File: src/rtl/fir_decim2_comp.sv
// -----------------------------------------------------------------------------
// fir_decim2_comp
//   CIC droop-compensation FIR with decimate-by-2. One time-multiplexed
//   multiplier-accumulator walks NTAPS taps over a circular sample history on
//   every second accepted input sample, then rounds, saturates and emits one
//   output sample.
//
// Ports
//   clk        system clock
//   reset      synchronous, active-high
//   in_data    signed input sample (IW bits)
//   in_valid   one-cycle strobe, in_data accepted this cycle
//   coef_we    coefficient write enable
//   coef_addr  tap index k
//   coef_data  signed coefficient c[k] (CW bits)
//   out_data   signed filtered, decimated sample (OW bits), held between strobes
//   out_valid  one-cycle strobe qualifying out_data
//   busy       MAC pass in progress
//   overrun    sticky, a trigger arrived while busy
// -----------------------------------------------------------------------------
module fir_decim2_comp #(
  parameter int IW        = 24,
  parameter int OW        = 24,
  parameter int CW        = 18,
  parameter int NTAPS     = 32,
  parameter int ACC_W     = 48,
  parameter int OUT_SHIFT = 16
) (
  input  logic                      clk,
  input  logic                      reset,
  input  logic [IW-1:0]             in_data,
  input  logic                      in_valid,
  input  logic                      coef_we,
  input  logic [$clog2(NTAPS)-1:0]  coef_addr,
  input  logic [CW-1:0]             coef_data,
  output logic [OW-1:0]             out_data,
  output logic                      out_valid,
  output logic                      busy,
  output logic                      overrun
);

  localparam int AW = $clog2(NTAPS);   // tap index width
  localparam int HW = AW + 1;          // history index width (depth 2*NTAPS)
  localparam int PW = IW + CW;         // full-precision product width

  localparam logic [AW:0] FILL_FULL = (AW+1)'(NTAPS);
  localparam logic signed [ACC_W-1:0] RND_HALF =
    {{(ACC_W-1){1'b0}}, 1'b1} << (OUT_SHIFT - 1);
  localparam logic signed [ACC_W-1:0] OUT_MAX =
    {{(ACC_W-OW+1){1'b0}}, {(OW-1){1'b1}}};
  localparam logic signed [ACC_W-1:0] OUT_MIN =
    {{(ACC_W-OW+1){1'b1}}, {(OW-1){1'b0}}};

  typedef enum logic [2:0] {IDLE, MAC, FLUSH, ROUND, OUT} state_t;

  logic signed [IW-1:0]    hist [2*NTAPS];
  logic signed [CW-1:0]    coef [NTAPS];

  state_t                  state;
  logic [HW-1:0]           wr_ptr;
  logic [HW-1:0]           base;       // address of x[n] for the running pass
  logic [AW:0]             fill;       // samples received since reset, saturating
  logic [AW:0]             fill_snap;  // valid history depth for the running pass
  logic                    phase;
  logic [AW-1:0]           tap;
  logic signed [PW-1:0]    prod;
  logic                    prod_vld;
  logic signed [ACC_W-1:0] acc;
  logic signed [ACC_W-1:0] rnd;
  logic signed [ACC_W-1:0] shifted;
  logic [OW-1:0]           sat;

  logic [HW-1:0]           rd_addr;
  logic                    tap_live;
  logic                    trigger;

  // x[n-k] lives k slots behind the snapshot; wraps naturally in HW bits.
  // Reads of base-k never collide with the concurrent write at base+1+k
  // because their distance is always odd.
  assign rd_addr  = base - HW'(tap);
  // Taps older than the first sample since reset contribute zero.
  assign tap_live = ({1'b0, tap} < fill_snap);
  assign trigger  = in_valid && phase && !busy;

  // NOTE: storage arrays carry no reset; their contents are qualified by
  // fill_snap, so clearing them would only cost reset fan-out.
  always_ff @(posedge clk) begin
    if (in_valid) hist[wr_ptr] <= $signed(in_data);
    if (coef_we)  coef[coef_addr] <= $signed(coef_data);
  end

  always_comb begin
    shifted = rnd >>> OUT_SHIFT;
    if (shifted > OUT_MAX)
      sat = OUT_MAX[OW-1:0];
    else if (shifted < OUT_MIN)
      sat = OUT_MIN[OW-1:0];
    else
      sat = shifted[OW-1:0];
  end

  always_ff @(posedge clk) begin
    if (reset) begin
      state     <= IDLE;
      wr_ptr    <= '0;
      base      <= '0;
      fill      <= '0;
      fill_snap <= '0;
      phase     <= 1'b0;
      tap       <= '0;
      prod      <= '0;
      prod_vld  <= 1'b0;
      acc       <= '0;
      rnd       <= '0;
      out_data  <= '0;
      out_valid <= 1'b0;
      busy      <= 1'b0;
      overrun   <= 1'b0;
    end else begin
      out_valid <= 1'b0;

      // Sample intake runs independently of the MAC pass.
      if (in_valid) begin
        wr_ptr <= wr_ptr + 1'b1;
        phase  <= ~phase;
        if (fill != FILL_FULL) fill <= fill + 1'b1;
        if (phase && busy) overrun <= 1'b1;
      end

      case (state)
        IDLE: begin
          if (trigger) begin
            state     <= MAC;
            busy      <= 1'b1;
            base      <= wr_ptr;
            // The triggering sample itself is part of the history.
            fill_snap <= (fill == FILL_FULL) ? fill : fill + 1'b1;
            tap       <= '0;
            acc       <= '0;
            prod_vld  <= 1'b0;
          end else begin
            // busy stays up through the out_valid cycle.
            busy <= 1'b0;
          end
        end
        MAC: begin
          prod     <= tap_live ? PW'(coef[tap]) * PW'(hist[rd_addr]) : '0;
          prod_vld <= 1'b1;
          if (prod_vld) acc <= acc + ACC_W'(prod);
          tap <= tap + 1'b1;
          if (tap == AW'(NTAPS - 1)) state <= FLUSH;
        end
        FLUSH: begin
          // Accumulate the last registered product.
          acc      <= acc + ACC_W'(prod);
          prod_vld <= 1'b0;
          state    <= ROUND;
        end
        ROUND: begin
          rnd   <= acc + RND_HALF;
          state <= OUT;
        end
        OUT: begin
          out_data  <= sat;
          out_valid <= 1'b1;
          state     <= IDLE;
        end
        default: state <= IDLE;
      endcase
    end
  end

endmodule
File: config.mk
export PLATFORM = sky130hd
export DESIGN_NAME = fir_decim2_comp
export DESIGN_NICKNAME = d
export VERILOG_FILES = /design/src/rtl/fir_decim2_comp.sv
export SDC_FILE = /design/constraint.sdc
export NUM_CORES = 2
export LEC_CHECK = 0
export ABC_AREA = 1
export CAP_MARGIN = 20
export CORE_ASPECT_RATIO = 2
export CORE_MARGIN = 2
export CORE_UTILIZATION = 55
export DETAILED_ROUTE_END_ITERATION = 10
export GPL_ROUTABILITY_DRIVEN = 0
export PLACE_DENSITY_LB_ADDON = 0.12
export SLEW_MARGIN = 20
export SYNTH_ARGS = -nofsm -noshare
export SYNTH_HDL_FRONTEND = slang
export SYNTH_SLANG_ARGS = --single-unit
File: constraint.sdc
create_clock -name clk -period 6.85 [get_ports clk]
set_input_delay 0.685 -clock clk [delete_from_list [all_inputs] [get_ports clk]]
set_output_delay 0.685 -clock clk [all_outputs]
set_load 0.01 [all_outputs]
==> summary.txt <==
Min path
  • Hold Path End: out_valid
  • Critical hold path startpoint: reset
  • Hold crit path type: in2reg
  • Hold path cells: 2

Route
  • Pre-Repair DR Iteration Count: 6
  • DR DRC count: 0
  • Final WL: 364.0 mm
  • Final antenna-violating net count: 0
  • Avg Vias per Cell: 5.821
  • Initial DRC count: 7861
  • Routed via count: 84.77k
  • Routed WL per cell: 25.00 um

GRT
  • Largest net degree at the start of global routing: 67
  • First-pass GRT wire length: 536.6 mm
  • Antenna violations before repair: 16
  • Grt ovf: 0
  • Vias in the first global route: 86.05k
  • Overall global routing resource usage: 34.69%

Synth
  • Area share of the largest cell type after synthesis: 56.14%
  • Syn Std Cell Area: 113000 um2
  • Post-synthesis register bit count: 2300
  • Ranking of synthesized cells by area: edfxtp_1, nand2_1, fa_1
  • Syn. warnings: 0
  • Syn nets: 11.58k
  • Post-Syn Area per Cell: 10.33 um2
  • Seq/Total Area, Yosys: 59.48%
  • Largest area contributor in the netlist: edfxtp_1
  • Post-Syn Instances: 10.94k
  • Post-synthesis cell type count: 50

Worst setup path
  • Worst reg-to-reg setup slack: -1.26 ns
  • Data arrival, critical path: 8.84 ns
  • Worst Reg-to-Reg Cells: 37
  • Slowest CP cell: fa_4
  • Cell mode on critical path: nand3_1
  • Worst EP required: 7.58 ns
  • Worst reg2reg path startpoint: base[0]
  • CP max stage delay: 0.76 ns
  • CP Launch Type: flip-flop
  • Crit path kind: reg2reg
  • Crit-path max FO: 22
  • CP Capture Type: flip-flop
  • RR Endpoint: prod[39]

Floorplanning
  • Die height: 644.9 um
  • Total die area: 209200 um2
  • Num ports: 78
  • Chip width: 324.5 um
  • # rows: 235
  • Starting Density: 55.28%
  • Core area: 204400 um2

Timing
  • FMAX: 123.3 MHz
  • Slew Limit Fails: 0
  • Final hold violation count: 0
  • Max-slew headroom: 24.59%
  • RSZ-0062 raised after global routing: true
  • Final worst-path cycle share: 118.4%
  • Final setup fails: 35
  • Layout Skew: 0.07489 ns
  • Worst Slack Setup Final: -1.260 ns
  • Worst Tran Pin Value: 1.131 ns
  • Period minus WS final: 8.110 ns

Outcome
  • Status: finished with violations
  • Failing checks: negative setup slack

Placement
  • Detailed Place HPWL: 250.7 mm
  • # port buffers: 77
  • DP Area: 123900 um2

Final layout
  • Register area: 67200 um2
  • Highest-count cells in the layout ignoring fill and taps: nand2_1, edfxtp_1, nand3_1
  • Design area: 132200 um2
  • Share of layout cells above drive strength 1: 15.55%
  • P&R area growth vs syn: 17.05%
  • Area of the multi-input gates: 40880 um2
  • Commonest non-fill, non-tap cell in the layout: nand2_1
  • Number of fill cells in the layout: 15.84k
  • Layout Utilization: 64.70%
  • Nets: 12.32k

Clock network
  • Root buffer cell: clkbuf_16
  • Worst skew pair latency: 0.93 ns
  • CTS max path bufs: 4
  • Hold bufs inserted after CTS: 0
  • Clk slew on worst S/H paths: 0.07 ns
  • CTS tree: done
  • Clock sink total: 2300
  • Htree depth: 4
  • CTS Buf Count: 202

Job
  • Max Cap Viol: 0
## layer usage
| layer | routed length (um) | vias to the layer above | global-route usage (%) |
|---|---|---|---|
| met5 | 55 | - | 0 |
| met4 | 40290 | 10 | 32.28 |
| met3 | 22090 | 1427 | 5.909 |
| met2 | 184300 | 3673 | 60.84 |
| met1 | 117300 | 41450 | 34.88 |
| li1 | - | 38205 | - |
## flip-flops by register name (all words and copies together) (netlist names), named ones only
name and flops:
overrun 1, prod 42, fill 6, fill_snap 6
out_data 24, rnd 32, state 3, tap 5
phase 1, prod_vld 1, busy 1, wr_ptr 6
base 6, out_valid 1, coef 576, hist 1536
acc 48
## timing repair
| item | 4_1_cts | 5_1_grt |
|---|---|---|
| buffers inserted | 20 | 11 |
| resized for setup | 208 | 135 |
| pin swaps | 21 | 21 |
| cloned | 7 | 5 |
| endpoints found under the setup margin | 36 | 36 |
## cell usage after synthesis (all sizes together)
master / n
a21oi: 242
nor2: 850
o21ai: 456
nor3: 36
a22oi: 1
nor4: 7
o221ai: 6
o22ai: 126
edfxtp: 2112
nand3: 1497
xor2: 35
buf: 421
inv: 990
nor3b: 2
nand2b: 2
a221oi: 1
fa: 428
a21o: 6
a211oi: 2
xnor2: 16
and3: 2
and2: 3
nand3b: 17
clkinv: 4
or2: 50
o211ai: 71
nand4: 34
ha: 166
a22o: 5
dfxtp: 188
nand2: 3013
clkbuf: 137
o21bai: 12
## final cells by class
class                   count  area share [%]
repair buffers           1093           7.905
inverters                 994           2.860
clock buffers             240           4.072
multi-input cells        7086           30.92
flip-flops and latches   2300           50.82
well taps                2725           2.579
diodes                      9         0.01703
clock inverters           116          0.8261
## metrics by stage
step / setup WS [ns] / setup TNS (ns) / hold slack [ns] / cells
final: -1.260 / -36.75 / 0.2559 / 14563
after global routing: -1.564 / -46.51 / 0.2653 / 14557
after CTS: -1.253 / -35.58 / 0.2358 / 14539
after detailed placement: -1.859 / -49.20 / 0.4461 / 14156
after global placement: -1.814 / -46.51 / 0.4380 / 14156
after floorplan: -0.01181 / -0.01679 / 0.4403 / 10938
## worst max-delay path: cells and delay by family, from the launching register on
| family | cells | cell delay (ns) |
|---|---|---|
| buffers and inverters | 12 | 1.45 |
| AND/OR/NAND/NOR | 15 | 1.75 |
| AO/OA/AOI/OAI | 1 | 0.06 |
| adder cells (fa/ha/maj) | 9 | 4.26 |
| flip-flops | 1 | 0.33 |
## cell families after synthesis
family	after synthesis	synth area share, %
and+or+nand+nor	5513	20.32
adders and majority gates	594	9.424
buffers and inverters	1552	5.783
AOI/OAI and AO/OA	928	4.579
DFF	2300	59.48
xor gates and xnor gates	51	0.4154
## worst max-delay path by stage
stage,startpoint,slack (ns),endpoint,cells past startpoint
final,base[0],-1.26,prod[39],37
after floorplan,base[0],-0.01,prod[41],37
after detailed placement,base[0],-1.86,prod[31],36
after CTS,base[0],-1.25,prod[32],38
after global routing,base[0],-1.56,prod[38],41
after global placement,base[0],-1.81,prod[31],36
Power is not shown: default switching activity piles up to over one toggle a cycle in this logic, so the estimate is an artifact.
